$ cat src/rtl/wb_stage_pipe_if.sv
// Handshake and writeback bus between the MEM/WB boundary and the register file port.
// master drives instructions and out_ready; slave is the writeback stage.
interface wb_stage_pipe_if #(
    parameter int DATA_W     = 32,
    parameter int REG_ADDR_W = 5,
    parameter int CNT_W      = 32
);
    // A transfer happens on an edge where valid && ready; valid never waits on ready.
    logic                  flush;
    logic                  in_valid;
    logic                  in_ready;
    logic [1:0]            in_wb_sel;
    logic                  in_reg_write;
    logic [REG_ADDR_W-1:0] in_dest;
    logic [DATA_W-1:0]     in_alu_result;
    logic [DATA_W-1:0]     in_read_data;
    logic [DATA_W-1:0]     in_link_addr;
    logic [1:0]            in_load_size;
    logic                  in_load_unsigned;
    logic                  out_valid;
    logic                  out_ready;
    logic [DATA_W-1:0]     wb_data;
    logic                  wb_reg_write;
    logic [REG_ADDR_W-1:0] wb_dest;
    logic                  misalign_err;
    logic [CNT_W-1:0]      retired_count;

    modport master (
        output flush, in_valid, in_wb_sel, in_reg_write, in_dest, in_alu_result,
               in_read_data, in_link_addr, in_load_size, in_load_unsigned, out_ready,
        input  in_ready, out_valid, wb_data, wb_reg_write, wb_dest, misalign_err,
               retired_count
    );

    modport slave (
        input  flush, in_valid, in_wb_sel, in_reg_write, in_dest, in_alu_result,
               in_read_data, in_link_addr, in_load_size, in_load_unsigned, out_ready,
        output in_ready, out_valid, wb_data, wb_reg_write, wb_dest, misalign_err,
               retired_count
    );
endinterface

$ cat src/rtl/wb_stage_pipe.sv
// MIPS writeback stage: selects and extends the writeback value, holds it under
// valid/ready back-pressure, and counts retired instructions.
module wb_stage_pipe #(
    parameter int DATA_W     = 32,
    parameter int REG_ADDR_W = 5,
    parameter int CNT_W      = 32
) (
    input logic            clk,
    input logic            rst,
    wb_stage_pipe_if.slave bus
);
    localparam int OFF_W = $clog2(DATA_W / 8);

    logic [OFF_W-1:0]      offset;
    logic [DATA_W-1:0]     shifted;
    logic                  ext;
    logic [DATA_W-1:0]     mem_data;
    logic                  mem_misalign;
    logic [DATA_W-1:0]     sel_data;
    logic                  load_misalign;
    logic                  gated_write;
    logic                  accept;
    logic                  complete;

    logic                  valid_q;
    logic [DATA_W-1:0]     data_q;
    logic                  write_q;
    logic [REG_ADDR_W-1:0] dest_q;
    logic                  misalign_q;
    logic [CNT_W-1:0]      count_q;

    assign offset  = bus.in_alu_result[OFF_W-1:0];
    assign shifted = bus.in_read_data >> {offset, 3'b000};
    assign ext     = !bus.in_load_unsigned;

    // Fill with the extension bit first, then overlay the extracted lane.
    always_comb begin
        mem_data     = '0;
        mem_misalign = 1'b0;
        case (bus.in_load_size)
            2'b00: begin
                mem_data      = {DATA_W{ext & shifted[7]}};
                mem_data[7:0] = shifted[7:0];
            end
            2'b01: begin
                mem_data       = {DATA_W{ext & shifted[15]}};
                mem_data[15:0] = shifted[15:0];
                mem_misalign   = offset[0];
            end
            2'b10: begin
                mem_data       = {DATA_W{ext & shifted[31]}};
                mem_data[31:0] = shifted[31:0];
                mem_misalign   = |offset[1:0];
            end
            default: begin
                mem_data     = bus.in_read_data;
                mem_misalign = |offset;
            end
        endcase
    end

    always_comb begin
        sel_data = bus.in_alu_result;
        case (bus.in_wb_sel)
            2'b01:   sel_data = mem_data;
            2'b10:   sel_data = bus.in_link_addr;
            default: sel_data = bus.in_alu_result;
        endcase
    end

    assign load_misalign = (bus.in_wb_sel == 2'b01) && mem_misalign;
    assign gated_write   = bus.in_reg_write && (bus.in_dest != '0) && !load_misalign;

    assign bus.in_ready = !valid_q || bus.out_ready;
    assign accept       = bus.in_valid && bus.in_ready && !bus.flush;
    assign complete     = valid_q && bus.out_ready;

    // The write strobe is cleared whenever the slot empties so it always equals
    // out_valid && gated reg_write without any output-side logic.
    always_ff @(posedge clk) begin
        if (rst) begin
            valid_q    <= 1'b0;
            data_q     <= '0;
            write_q    <= 1'b0;
            dest_q     <= '0;
            misalign_q <= 1'b0;
            count_q    <= '0;
        end else begin
            if (complete) begin
                count_q <= count_q + 1'b1;
            end
            if (accept) begin
                valid_q    <= 1'b1;
                data_q     <= sel_data;
                write_q    <= gated_write;
                dest_q     <= bus.in_dest;
                misalign_q <= load_misalign;
            end else if (complete || bus.flush) begin
                valid_q    <= 1'b0;
                write_q    <= 1'b0;
                misalign_q <= 1'b0;
            end
        end
    end

    assign bus.out_valid     = valid_q;
    assign bus.wb_data       = data_q;
    assign bus.wb_reg_write  = write_q;
    assign bus.wb_dest       = dest_q;
    assign bus.misalign_err  = misalign_q;
    assign bus.retired_count = count_q;
endmodule

$ cat src/flat_wrapper.sv
// flat-port wrapper written by rule: the top's interface ports become plain ports
module wb_stage_pipe_flat 
#(
    parameter int DATA_W     = 32,
    parameter int REG_ADDR_W = 5,
    parameter int CNT_W      = 32
)
  (clk, rst, bus_flush, bus_in_valid, bus_in_wb_sel, bus_in_reg_write, bus_in_dest, bus_in_alu_result, bus_in_read_data, bus_in_link_addr, bus_in_load_size, bus_in_load_unsigned, bus_out_ready, bus_in_ready, bus_out_valid, bus_wb_data, bus_wb_reg_write, bus_wb_dest, bus_misalign_err, bus_retired_count);
  wb_stage_pipe_if #(.DATA_W(DATA_W), .REG_ADDR_W(REG_ADDR_W), .CNT_W(CNT_W)) bus_i ();
  input logic clk;
  input logic rst;
  input wire logic [$bits(bus_i.flush)-1:0] bus_flush;
  input wire logic [$bits(bus_i.in_valid)-1:0] bus_in_valid;
  input wire logic [$bits(bus_i.in_wb_sel)-1:0] bus_in_wb_sel;
  input wire logic [$bits(bus_i.in_reg_write)-1:0] bus_in_reg_write;
  input wire logic [$bits(bus_i.in_dest)-1:0] bus_in_dest;
  input wire logic [$bits(bus_i.in_alu_result)-1:0] bus_in_alu_result;
  input wire logic [$bits(bus_i.in_read_data)-1:0] bus_in_read_data;
  input wire logic [$bits(bus_i.in_link_addr)-1:0] bus_in_link_addr;
  input wire logic [$bits(bus_i.in_load_size)-1:0] bus_in_load_size;
  input wire logic [$bits(bus_i.in_load_unsigned)-1:0] bus_in_load_unsigned;
  input wire logic [$bits(bus_i.out_ready)-1:0] bus_out_ready;
  output wire logic [$bits(bus_i.in_ready)-1:0] bus_in_ready;
  output wire logic [$bits(bus_i.out_valid)-1:0] bus_out_valid;
  output wire logic [$bits(bus_i.wb_data)-1:0] bus_wb_data;
  output wire logic [$bits(bus_i.wb_reg_write)-1:0] bus_wb_reg_write;
  output wire logic [$bits(bus_i.wb_dest)-1:0] bus_wb_dest;
  output wire logic [$bits(bus_i.misalign_err)-1:0] bus_misalign_err;
  output wire logic [$bits(bus_i.retired_count)-1:0] bus_retired_count;
  assign bus_i.flush = bus_flush;
  assign bus_i.in_valid = bus_in_valid;
  assign bus_i.in_wb_sel = bus_in_wb_sel;
  assign bus_i.in_reg_write = bus_in_reg_write;
  assign bus_i.in_dest = bus_in_dest;
  assign bus_i.in_alu_result = bus_in_alu_result;
  assign bus_i.in_read_data = bus_in_read_data;
  assign bus_i.in_link_addr = bus_in_link_addr;
  assign bus_i.in_load_size = bus_in_load_size;
  assign bus_i.in_load_unsigned = bus_in_load_unsigned;
  assign bus_i.out_ready = bus_out_ready;
  assign bus_in_ready = bus_i.in_ready;
  assign bus_out_valid = bus_i.out_valid;
  assign bus_wb_data = bus_i.wb_data;
  assign bus_wb_reg_write = bus_i.wb_reg_write;
  assign bus_wb_dest = bus_i.wb_dest;
  assign bus_misalign_err = bus_i.misalign_err;
  assign bus_retired_count = bus_i.retired_count;
  wb_stage_pipe #(.DATA_W(DATA_W), .REG_ADDR_W(REG_ADDR_W), .CNT_W(CNT_W)) u_core (.clk(clk), .rst(rst), .bus(bus_i));
endmodule
$ cat config.mk
export PLATFORM = sky130hd
export DESIGN_NAME = wb_stage_pipe_flat
export DESIGN_NICKNAME = d
export VERILOG_FILES = /design/src/rtl/wb_stage_pipe_if.sv /design/src/rtl/wb_stage_pipe.sv /design/src/flat_wrapper.sv
export SDC_FILE = /design/constraint.sdc
export NUM_CORES = 1
export LEC_CHECK = 0
export BUFFER_PORTS_ARGS = -buffer_cell sky130_fd_sc_hd__buf_4
export CAP_MARGIN = 15
export CORE_ASPECT_RATIO = 0.7
export CORE_MARGIN = 4
export CORE_UTILIZATION = 45
export DETAILED_ROUTE_END_ITERATION = 16
export GPL_TIMING_DRIVEN = 0
export PLACE_DENSITY = 0.78
export SETUP_SLACK_MARGIN = 0.5
export SYNTH_ARGS = -nofsm -noshare
export SYNTH_HDL_FRONTEND = slang
export SYNTH_SLANG_ARGS = --single-unit
$ cat constraint.sdc
create_clock -name clk -period 3.2 [get_ports clk]
set_input_delay 0.16 -clock clk [delete_from_list [all_inputs] [get_ports clk]]
set_output_delay 0.16 -clock clk [all_outputs]
set_load 0.005 [all_outputs]
==> flow_metrics.env, run 1 <==
export IMPL_io_buffers=183
export IMPL_period_share_pct=78.3
export IMPL_finalSetupViolCount=0
export IMPL_start_kind="flop"
export IMPL_p_comb_share_pct=20.4
export IMPL_skew_ns=0.00774
export IMPL_initial_core_util_pct=46.3
export IMPL_total_power_mw=2.70
export IMPL_fin_util_pct=65.6
export IMPL_p_switching_uw=761
export IMPL_post_place_ws_ns=0.786
export IMPL_grt_pass1_wl_um=29500
export IMPL_antenna_left=0
export IMPL_fin_tns_setup_ns=0
export IMPL_yosysUniqueCellTypes=55
export IMPL_ys_warn_count=0
export IMPL_min_from="bus_in_dest[4]"
export IMPL_firstDrtPassIters=5
export IMPL_num_vias=5677
export IMPL_dieWidth_um=128
export IMPL_holdWs_ns=0.0733
export IMPL_num_rows=30
export IMPL_yosysSeqAreaShare_pct=31.9
export IMPL_gp_congestion=0.995
export IMPL_clkPwrFrac_pct=44.4
export IMPL_drive_gt1_share_pct=30.1
export IMPL_post_cts_buffers=0
export IMPL_cts_resized_gates=0
export IMPL_status="completed"
export IMPL_fin_cells=922
export IMPL_async_reset_ff_share_pct=0
export IMPL_drv_slew=0
export IMPL_switching_share_pct=28.1
export IMPL_n_fill_cell=874
export IMPL_diodes=0
export IMPL_setup_slack_ns=0.695
export IMPL_rsz0062_at_grt="false"
export IMPL_cts_hold_buffers=0
export IMPL_core_um2=9760
export IMPL_finalCriticalPeriod_ns=2.51
export IMPL_p_int_mw=1.94
export IMPL_design_portCount=185
export IMPL_max_freq_mhz=399
export IMPL_slew_headroom_pct=30.3
export IMPL_vias_per_cell=6.16
export IMPL_postPlaceCellArea_um2=6050
export IMPL_startpoint="u_core.bus.out_valid"
export IMPL_grt_pass1_vias=5454
export IMPL_syn_area_per_cell_um2=7.61
export IMPL_grt_overflow=0
export IMPL_cts_sinks=72
export IMPL_antenna_found_initial=0
export IMPL_worst_ir_drop_vdd_uv=291
export IMPL_die_h_um=91.8
export IMPL_power_density_nw_per_um2=422
export IMPL_maxCapViolCount=0
export IMPL_track_usage_pct=32.1
export IMPL_critPathCaptureType="flop"
export IMPL_post_drt_wl_per_cell_um=20.6
export IMPL_clkTransAtPathRegs_ns=0.06
export IMPL_cts_buffers_inserted=9
export IMPL_required_ns=3.40
export IMPL_crit_fanout=10
export IMPL_clock_latency_ns=0.34
export IMPL_wl_um=19000
export IMPL_hold_violations=0
export IMPL_timing_rr_start="u_core.bus.out_valid"
export IMPL_dp_hpwl_um=14800
export IMPL_grt_start_max_net_pins=14
export IMPL_syn_inst=594
export IMPL_ctsRootBufferMaster="clkbuf_16"
export IMPL_synthToLayoutAreaGrowth_pct=41.7
export IMPL_drt_iter0_drc=541
export IMPL_htree_levels=3
export IMPL_power_leakage_nw=2.64
export IMPL_critPathKind="flop to flop"
export IMPL_syn_area_um2=4520
export IMPL_synth_edff_count=0
export IMPL_seq_power_share_pct=35.2
export IMPL_drc=0
export IMPL_syn_num_nets=709
export IMPL_clock_path_buffers=2
export IMPL_nNetsFinal=904
export IMPL_ys_ff_latch=72
export IMPL_critPathArrivalTime_ns=2.71
export IMPL_dp_cells=905
export IMPL_dieArea_um2=11700
export IMPL_hp_class="primary input to flop"
export IMPL_stdcell_area_um2=6400
export IMPL_cts_tree="built"
export IMPL_synth_main_ff_cell="dfxtp_1"
export IMPL_worstMarginPinSlew_ns=1.04
==> metal layers <==
layer | wire [µm] | share of wire (%) | global-route usage, % | vias up
met2 | 7890 | 41 | 46.2 | 375
met4 | 480 | 2.5 | 10.1 | 0
met3 | 2230 | 12 | 8.73 | 50
li1 | - | - | - | 2571
met1 | 8430 | 44 | 46.2 | 2681
met5 | 0 | 0 | 0 | -
==> placed cells by master, fill, tap and decap left out, drive strengths merged, types with 4 or more instances in the layout <==
cell    netlist  final
o21ai        42     42
a311oi        7      7
or3           9      9
nand4        12     12
a21oi        55     55
and2          4      4
nor3          7      7
nor4          8      8
xor2         19     19
a221oi        9      9
o32ai        16     16
xnor2        10     10
mux2         17     17
nor2b         5      5
a22oi         7      7
inv          20     22
buf          10    193
dfxtp        72     72
nand3        22     22
o211ai       19     19
clkbuf       33     44
o22ai        21     21
nor2         68     68
nand2        66     66
==> state kept, by name, indices dropped and copies added (netlist names) <==
name / count
u_core.bus.misalign_err: 1
u_core.bus.out_valid: 1
u_core.bus.retired_count: 32
u_core.bus.wb_data: 32
u_core.bus.wb_dest: 5
u_core.bus.wb_reg_write: 1
==> power by group through the flow <==
stage	sequential (mW)	combinational, mW	clock, mW
global placement	0.970	0.524	0
finish	0.952	0.552	1.20
global route	0.954	0.593	1.24
CTS	0.951	0.536	1.21
floorplan	0.969	0.250	0
detailed placement	0.970	0.533	0
==> layout make-up <==
| cell class | instances | area, µm² | share of cell area (%) |
|---|---|---|---|
| timing repair buffer | 184 | 1380 | 21.5 |
| clock inverter | 6 | 115 | 1.80 |
| multi-input combinational | 458 | 2820 | 44.0 |
| buffer | 43 | 181 | 2.83 |
| inverter | 21 | 78.8 | 1.23 |
| tap | 128 | 160 | 2.50 |
| clock buffer | 10 | 229 | 3.58 |
| sequential | 72 | 1440 | 22.5 |
==> logic make-up after synthesis <==
family	Yosys count	synth area share [%]
flops	72	31.9
fa+ha+maj	3	0.831
mux	19	5.04
xor+xnor	29	5.62
simple gates	214	23.5
buf+inv	64	5.76
compound gates	193	27.3
==> final timing paths <==
kind	slack (ns)	to	cells after the start
min	0.07	u_core.bus.wb_dest[4]	3
max reg2reg	0.69	u_core.bus.wb_data[23]	6
max	0.69	u_core.bus.wb_data[23]	6
min reg2reg	0.46	u_core.bus.wb_dest[2]	2
==> synth_stat cells, drive strengths merged, types with 2 or more instances <==
library cell / count / area, µm²
nor3: 7 / 46.3
nor2b: 5 / 31.3
a22oi: 7 / 52.6
o22ai: 21 / 131
nor2: 68 / 255
ha: 3 / 37.5
buf: 10 / 57.6
nand2b: 3 / 18.8
nand4: 12 / 103
o211ai: 19 / 143
dfxtp: 72 / 1440
a21o: 2 / 15.0
and3: 3 / 18.8
nand3: 22 / 115
o21ai: 42 / 210
a21boi: 3 / 22.5
o21a: 2 / 15.0
xnor2: 10 / 87.6
o221ai: 3 / 26.3
mux2: 17 / 195
and4: 2 / 17.5
a21oi: 55 / 275
nor4: 8 / 90.1
clkbuf: 33 / 124
and2: 4 / 25.0
xor2: 19 / 166
a221oi: 9 / 78.8
a311oi: 7 / 61.3
inv: 20 / 75.1
o32ai: 16 / 140
or3: 9 / 56.3
nand2: 66 / 248
a221o: 2 / 20.0
or2: 2 / 12.5
==> critical path: stages, from the launching register on <==
cell and delay, ns:
dfxtp_1 0.39, nor2b_1 0.19, nor3_1 0.80, clkbuf_1 0.54, o211ai_1 0.17, o21ai_0 0.14, o32ai_1 0.13
(Power assumes the default switching activity.)
==> inputs of run 2 (changes only) <==
--- a/config.mk
+++ b/config.mk
@@ -5,6 +5,7 @@
 export SDC_FILE = /design/constraint.sdc
 export NUM_CORES = 1
 export LEC_CHECK = 0
+export ABC_AREA = 1
 export BUFFER_PORTS_ARGS = -buffer_cell sky130_fd_sc_hd__buf_4
 export CAP_MARGIN = 15
 export CORE_ASPECT_RATIO = 0.7
@@ -12,7 +13,7 @@
 export CORE_UTILIZATION = 45
 export DETAILED_ROUTE_END_ITERATION = 16
 export GPL_TIMING_DRIVEN = 0
-export PLACE_DENSITY = 0.78
+export PLACE_DENSITY = 0.77
 export SETUP_SLACK_MARGIN = 0.5
 export SYNTH_ARGS = -nofsm -noshare
 export SYNTH_HDL_FRONTEND = slang
==> constraint.sdc (replaced) <==
create_clock -name clk -period 2.6 [get_ports clk]
set_input_delay 0.13 -clock clk [delete_from_list [all_inputs] [get_ports clk]]
set_output_delay 0.13 -clock clk [all_outputs]
set_load 0.005 [all_outputs]
==> run 2 against run 1 <==
Register-to-register slack got worse by 0.02 ns. Power grew 18%. Core utilization fell by 1.2 points. Critical path depth increased by 3. Highest routed layer unchanged.
==> flow_metrics.env, run 2 <==
export IMPL_reg2regPathDepth=9
export IMPL_clock_path_buffers=2
export IMPL_finalCriticalPeriod_ns=1.93
export IMPL_rsz0062_at_grt="false"
export IMPL_antenna_found_initial=0
export IMPL_hold_violations=0
export IMPL_yosysMostFrequentCell="nand2_1"
export IMPL_holdWs_ns=0.0653
export IMPL_critPathArrivalTime_ns=2.16
export IMPL_cts_hold_buffers=0
export IMPL_syn_area_per_cell_um2=5.87
export IMPL_mostFrequentLayoutCell="nand2_1"
export IMPL_max_freq_mhz=519
export IMPL_maxCapViolCount=0
export IMPL_dieWidth_um=133
export IMPL_power_density_nw_per_um2=472
export IMPL_dieArea_um2=12600
export IMPL_min_from="bus_in_dest[0]"
export IMPL_vias_per_cell=5.48
export IMPL_crit_fanout=7
export IMPL_design_portCount=185
export IMPL_yosysUniqueCellTypes=38
export IMPL_drv_slew=0
export IMPL_synth_top_family_by_area="simple AND/OR/NAND/NOR gates"
export IMPL_fin_cells=1163
export IMPL_antenna_left=0
export IMPL_yosysTopAreaCellShare_pct=29.5
export IMPL_track_usage_pct=31.6
export IMPL_synthSimpleGateAreaFrac_pct=41.3
export IMPL_hold_depth=3
export IMPL_synthAdderAreaFrac_pct=0.768
export IMPL_async_reset_ff_share_pct=0
export IMPL_timing_rr_start="u_core.bus.retired_count[0]"
export IMPL_dp_cells=1147
export IMPL_cts_resized_gates=0
export IMPL_finalSetupViolCount=0
export IMPL_synth_xor_area_share_pct=1.08
export IMPL_synthToLayoutAreaGrowth_pct=37.9
export IMPL_start_kind="flop"
export IMPL_clock_latency_ns=0.33
export IMPL_required_ns=2.83
export IMPL_mostFrequentLayoutCells="299 x nand2_1, 185 x buf_4, 99 x a21oi_1"
export IMPL_clkTransAtPathRegs_ns=0.06
export IMPL_ctsRootBufferMaster="clkbuf_16"
export IMPL_firstDrtPassIters=5
export IMPL_drive_gt1_share_pct=22.9
export IMPL_cts_buffers_inserted=9
export IMPL_synth_area_leader_cell="dfxtp_1"
export IMPL_grt_pass1_wl_um=31100
export IMPL_post_drt_wl_per_cell_um=17.6
export IMPL_num_vias=6375
export IMPL_grt_pass1_vias=5673
export IMPL_max_stage_delay_ns=0.46
export IMPL_holdPathEnd="u_core.bus.wb_dest[0]"
export IMPL_yosys_top_cells_area="dfxtp_1 29%, nand2_1 23%, a21oi_1 10%"
export IMPL_critPathCaptureType="flop"
export IMPL_crit_chain="ha_1 > nand3_2 > nor2_4 > nand2_4 > nor2_8 > nand3_2 > or2_0 > o21ai_0 > nor2_1"
export IMPL_grt_overflow=0
export IMPL_power_leakage_nw=3.12
export IMPL_cts_tree="built"
export IMPL_yosysSeqAreaShare_pct=29.5
export IMPL_slew_headroom_pct=51.6
export IMPL_nNetsFinal=1141
export IMPL_gp_congestion=1.09
export IMPL_synth_area_mux_share_pct=0
export IMPL_drt_iter0_drc=700
export IMPL_htree_levels=3
export IMPL_rr_endpoint="u_core.bus.retired_count[24]"
export IMPL_wl_um=20500
export IMPL_cp_slowest_cell="dfxtp_1"
export IMPL_initial_core_util_pct=46.7
export IMPL_post_cts_buffers=0
export IMPL_syn_area_um2=4890
export IMPL_die_h_um=95.2
export IMPL_period_share_pct=74.2
export IMPL_worst_ir_drop_vdd_uv=314
export IMPL_syn_num_nets=948
export IMPL_grt_start_max_net_pins=14
export IMPL_core_um2=10500
export IMPL_hp_class="primary input to flop"
export IMPL_r2r_slack_ns=0.67
export IMPL_critPathKind="flop to flop"
export IMPL_synth_main_ff_cell="dfxtp_1"
export IMPL_io_buffers=182
export IMPL_skew_ns=0.00890
export IMPL_worstMarginPinSlew_ns=0.726
export IMPL_ys_top_cells_by_count="299 x nand2_1, 99 x a21oi_1, 90 x nor2_1"
export IMPL_status="completed"
export IMPL_fin_tns_setup_ns=0
export IMPL_num_rows=31
export IMPL_syn_inst=833
export IMPL_ys_warn_count=0
export IMPL_drc=0
export IMPL_ys_ff_latch=72
export IMPL_cts_sinks=72
export IMPL_crit_top_cell="nand3_2"
export IMPL_synth_edff_count=0
export IMPL_diodes=0
export IMPL_synth_compound_area_share_pct=18.4
export IMPL_dp_hpwl_um=16400
==> run 2: cell count changes in the layout (fill, tap and decap cells not counted), sizes merged, moves of 17 or more <==
cell,previous run,this run
a21oi,55,99
nand2,66,301
mux2,17,0
nor2,68,97
o21ai,42,64
inv,22,59
o22ai,21,0
==> run 2: cells by family after synthesis <==
family / after synthesis
and+or+nand+nor: 474
AOI/OAI and AO/OA: 174
buffers and inverters: 104
DFF: 72
xor gates and xnor gates: 6
adders and majority gates: 3
==> run 2: area by class of cell <==
cell class | instances | area (µm²)
sequential | 72 | 1440
clock buffer | 10 | 229
clock inverter | 6 | 92.6
buffer | 44 | 209
multi-input combinational | 657 | 3010
tap | 132 | 165
inverter | 60 | 225
timing repair buffer | 182 | 1370
fill | 1063 | 3730
==> run 2: report_power, final <==
group | internal, mW | switching, mW
Combinational | 0.284 | 0.392
Clock | 0.845 | 0.491
Sequential | 1.14 | 0.0248
Total | 2.27 | 0.908
==> run 2: critical path: cells and delay by family (launching register included) <==
kind	cells	cell delay, ns
and+or+nand+nor	7	0.97
DFF	1	0.46
adders and majority gates	1	0.26
AOI/OAI and AO/OA	1	0.14
==> run 2: how the worst max path moves through the flow <==
stage	startpoint	slack, ns	cells after the start	to
2_1_floorplan	u_core.bus.retired_count[0]	0.98	9	u_core.bus.retired_count[24]
3_3_place_gp	bus_in_wb_sel[0]	0.48	9	u_core.bus.wb_data[7]
3_5_place_dp	bus_in_wb_sel[0]	0.47	9	u_core.bus.wb_data[7]
4_1_cts	u_core.bus.retired_count[0]	0.71	9	u_core.bus.retired_count[24]
5_1_grt	u_core.bus.out_valid	0.53	6	u_core.bus.wb_data[26]
6_report	u_core.bus.retired_count[0]	0.67	9	u_core.bus.retired_count[24]
==> run 2: metal layers <==
metal  vias up  routed length, µm  track usage, %
met2       351               8170            44.9
li1       3100                  -               -
met4         0                244            5.45
met3        19               2500            9.60
met5         -                  0               0
met1      2905               9620            47.4
==> run 2: stage by stage <==
stage	total power, mW	area (µm²)	utilization (%)	worst slack (ns)
6_report	3.18	6740	64.4	0.672
2_1_floorplan	1.51	4890	-	0.979
3_5_place_dp	1.85	6420	61.3	0.471
5_1_grt	3.31	6740	64.4	0.527
3_3_place_gp	1.85	6420	61.3	0.476
4_1_cts	3.17	6740	64.4	0.710
==> inputs of run 3 (changes only) <==
--- a/config.mk
+++ b/config.mk
@@ -5,15 +5,15 @@
 export SDC_FILE = /design/constraint.sdc
 export NUM_CORES = 1
 export LEC_CHECK = 0
-export ABC_AREA = 1
+export ABC_AREA = 0
 export BUFFER_PORTS_ARGS = -buffer_cell sky130_fd_sc_hd__buf_4
 export CAP_MARGIN = 15
 export CORE_ASPECT_RATIO = 0.7
 export CORE_MARGIN = 4
-export CORE_UTILIZATION = 45
+export CORE_UTILIZATION = 44
 export DETAILED_ROUTE_END_ITERATION = 16
 export GPL_TIMING_DRIVEN = 0
-export PLACE_DENSITY = 0.77
+export PLACE_DENSITY = 0.8
 export SETUP_SLACK_MARGIN = 0.5
 export SYNTH_ARGS = -nofsm -noshare
 export SYNTH_HDL_FRONTEND = slang
==> constraint.sdc (replaced) <==
create_clock -name clk -period 1.65 [get_ports clk]
set_input_delay 0.0825 -clock clk [delete_from_list [all_inputs] [get_ports clk]]
set_output_delay 0.0825 -clock clk [all_outputs]
set_load 0.005 [all_outputs]
==> run 3 against run 2 <==
The run now ends with negative setup slack left. Cell area grew 19%. Routed wire length grew 22%. Fmax shrank 5.4%. Core utilization grew 17 points. Critical path type unchanged. Largest power group unchanged. Highest routed layer unchanged.
==> flow_metrics.env, run 3 (synthesized netlist as in run 1, its figures left out) <==
export IMPL_status="finished with violations"
export IMPL_violations="negative setup slack"
export IMPL_timing_rr_start="u_core.bus.retired_count[0]"
export IMPL_p_int_mw=3.78
export IMPL_holdWs_ns=0.00842
export IMPL_io_buffers=183
export IMPL_mostFrequentLayoutCells="207 x buf_4, 64 x nor2_1, 53 x nand2_1, 53 x dfxtp_1, 41 x a21oi_1"
export IMPL_die_h_um=92.8
export IMPL_seq_power_share_pct=33.4
export IMPL_start_kind="flop"
export IMPL_clock_latency_ns=0.35
export IMPL_reg2regPathDepth=9
export IMPL_core_um2=9830
export IMPL_dieArea_um2=12000
export IMPL_nNetsFinal=968
export IMPL_drc=0
export IMPL_initial_core_util_pct=45.9
export IMPL_synthToLayoutAreaGrowth_pct=77.8
export IMPL_drv_slew=0
export IMPL_clock_path_buffers=2
export IMPL_startpoint="u_core.bus.retired_count[0]"
export IMPL_skew_ns=0.00951
export IMPL_finalCriticalPeriod_ns=2.04
export IMPL_vias_per_cell=6.66
export IMPL_drive_gt1_share_pct=50.8
export IMPL_power_density_nw_per_um2=685
export IMPL_n_fill_cell=583
export IMPL_min_from="bus_in_link_addr[2]"
export IMPL_p_switching_mw=1.73
export IMPL_cts_buffers_inserted=9
export IMPL_p_comb_share_pct=25.8
export IMPL_num_rows=30
export IMPL_max_freq_mhz=490
export IMPL_worst_ir_drop_vdd_uv=591
export IMPL_rr_endpoint="u_core.bus.retired_count[16]"
export IMPL_rsz0062_at_grt="true"
export IMPL_fin_tns_setup_ns=-4.58
export IMPL_required_ns=1.86
export IMPL_grt_pass1_vias=6095
export IMPL_firstDrtPassIters=7
export IMPL_clkTransAtPathRegs_ns=0.07
export IMPL_finalSetupViolCount=43
export IMPL_slew_headroom_pct=38.6
export IMPL_hp_class="primary input to flop"
export IMPL_switching_share_pct=31.4
export IMPL_post_drt_wl_per_cell_um=25.4
export IMPL_power_leakage_nw=3.45
export IMPL_hold_violations=0
export IMPL_wl_um=25000
export IMPL_design_portCount=185
export IMPL_diodes=0
export IMPL_grt_overflow=0
export IMPL_antenna_left=0
export IMPL_mostFrequentLayoutCell="buf_4"
export IMPL_critPathKind="flop to flop"
export IMPL_holdPathEnd="u_core.bus.wb_data[2]"
export IMPL_cts_sinks=72
export IMPL_crit_fanout=4
export IMPL_critPathArrivalTime_ns=2.25
export IMPL_worstMarginPinSlew_ns=0.921
export IMPL_hold_depth=3
export IMPL_grt_start_max_net_pins=15
export IMPL_maxCapViolCount=0
export IMPL_dieWidth_um=129
export IMPL_gp_congestion=1.04
export IMPL_r2r_slack_ns=-0.39
export IMPL_clkPwrFrac_pct=40.8
export IMPL_cts_tree="built"
export IMPL_htree_levels=3
export IMPL_track_usage_pct=36.5
export IMPL_grt_pass1_wl_um=34000
export IMPL_drt_iter0_drc=1051
export IMPL_critPathCaptureType="flop"
export IMPL_num_vias=6571
export IMPL_period_share_pct=124
export IMPL_ctsRootBufferMaster="clkbuf_16"
export IMPL_antenna_found_initial=0
export IMPL_dp_hpwl_um=15200
export IMPL_setup_slack_ns=-0.389
[run 3: cell count changes in the layout (fill, tap and decap cells not counted), moves of 15 or more]
cell | before | now
buf_6 | 3 | 33
dfxtp_1 | 72 | 53
o22ai_1 | 0 | 18
o21ai_0 | 45 | 16
nand2_1 | 299 | 53
nor2_1 | 90 | 64
inv_1 | 51 | 17
a21oi_1 | 99 | 41
nand3_1 | 27 | 12
buf_4 | 185 | 207
mux2_2 | 0 | 16
[run 3: critical path, stage by stage (launching register included)]
cell	delay, ns
dfxtp_4	0.37
ha_4	0.14
nand4_1	0.17
buf_6	0.19
buf_12	0.12
nor4_4	0.29
buf_6	0.18
nand4_1	0.16
xor2_1	0.21
nor2_1	0.06
[run 3: worst max path at each step]
stage	end	slack, ns	cells after the start
floorplan	u_core.bus.retired_count[28]	-0.05	5
global placement	u_core.bus.wb_data[15]	-0.35	7
detailed placement	u_core.bus.wb_data[11]	-0.38	7
CTS	u_core.bus.retired_count[28]	-0.16	8
global route	u_core.bus.retired_count[16]	-0.41	9
finish	u_core.bus.retired_count[16]	-0.39	9
[run 3: final cells by class]
type | instances | area [µm²] | area share, %
flip-flops and latches | 72 | 1500 | 18.6
repair buffers | 248 | 2090 | 26.1
plain buffers | 43 | 342 | 4.25
clock buffers | 9 | 225 | 2.80
multi-input cells | 458 | 3530 | 43.9
well taps | 128 | 160 | 1.99
clock inverters | 7 | 101 | 1.26
inverters | 21 | 85.1 | 1.06
[run 3: what timing repair did]
item                                   CTS  global route
buffers inserted                        36            22
gates resized for setup                103            77
endpoints found under the hold margin    1             0
hold buffers                             1             0
pin swaps                               39            34
setup endpoints to repair               68            73
gates cloned                             6             0
[run 3: stage by stage]
stage	power (mW)	cells	area, µm²	utilization [%]	worst slack [ns]
5_1_grt	5.59	986	8030	81.7	-0.414
6_report	5.50	986	8030	81.7	-0.389
3_3_place_gp	2.96	905	6400	65.1	-0.345
2_1_floorplan	2.42	594	4870	-	-0.0475
3_5_place_dp	2.98	905	6400	65.1	-0.384
4_1_cts	5.29	964	7530	76.5	-0.156
[run 3: routing by layer]
| layer | part of all wire [%] | up-vias | track usage, % |
|---|---|---|---|
| met1 | 36 | 3107 | 48.6 |
| li1 | - | 2704 | - |
| met4 | 5.7 | 0 | 11.2 |
| met3 | 13 | 167 | 10.8 |
| met2 | 45 | 593 | 57.0 |
| met5 | 0 | - | 0 |
[run 3: power groups by stage]
| stage | clock network (mW) | registers, mW | logic [mW] |
|---|---|---|---|
| 2_1_floorplan | 0 | 1.87 | 0.553 |
| 5_1_grt | 2.27 | 1.85 | 1.47 |
| 6_report | 2.24 | 1.84 | 1.42 |
| 3_5_place_dp | 0 | 1.87 | 1.11 |
| 3_3_place_gp | 0 | 1.87 | 1.08 |
| 4_1_cts | 2.20 | 1.83 | 1.26 |
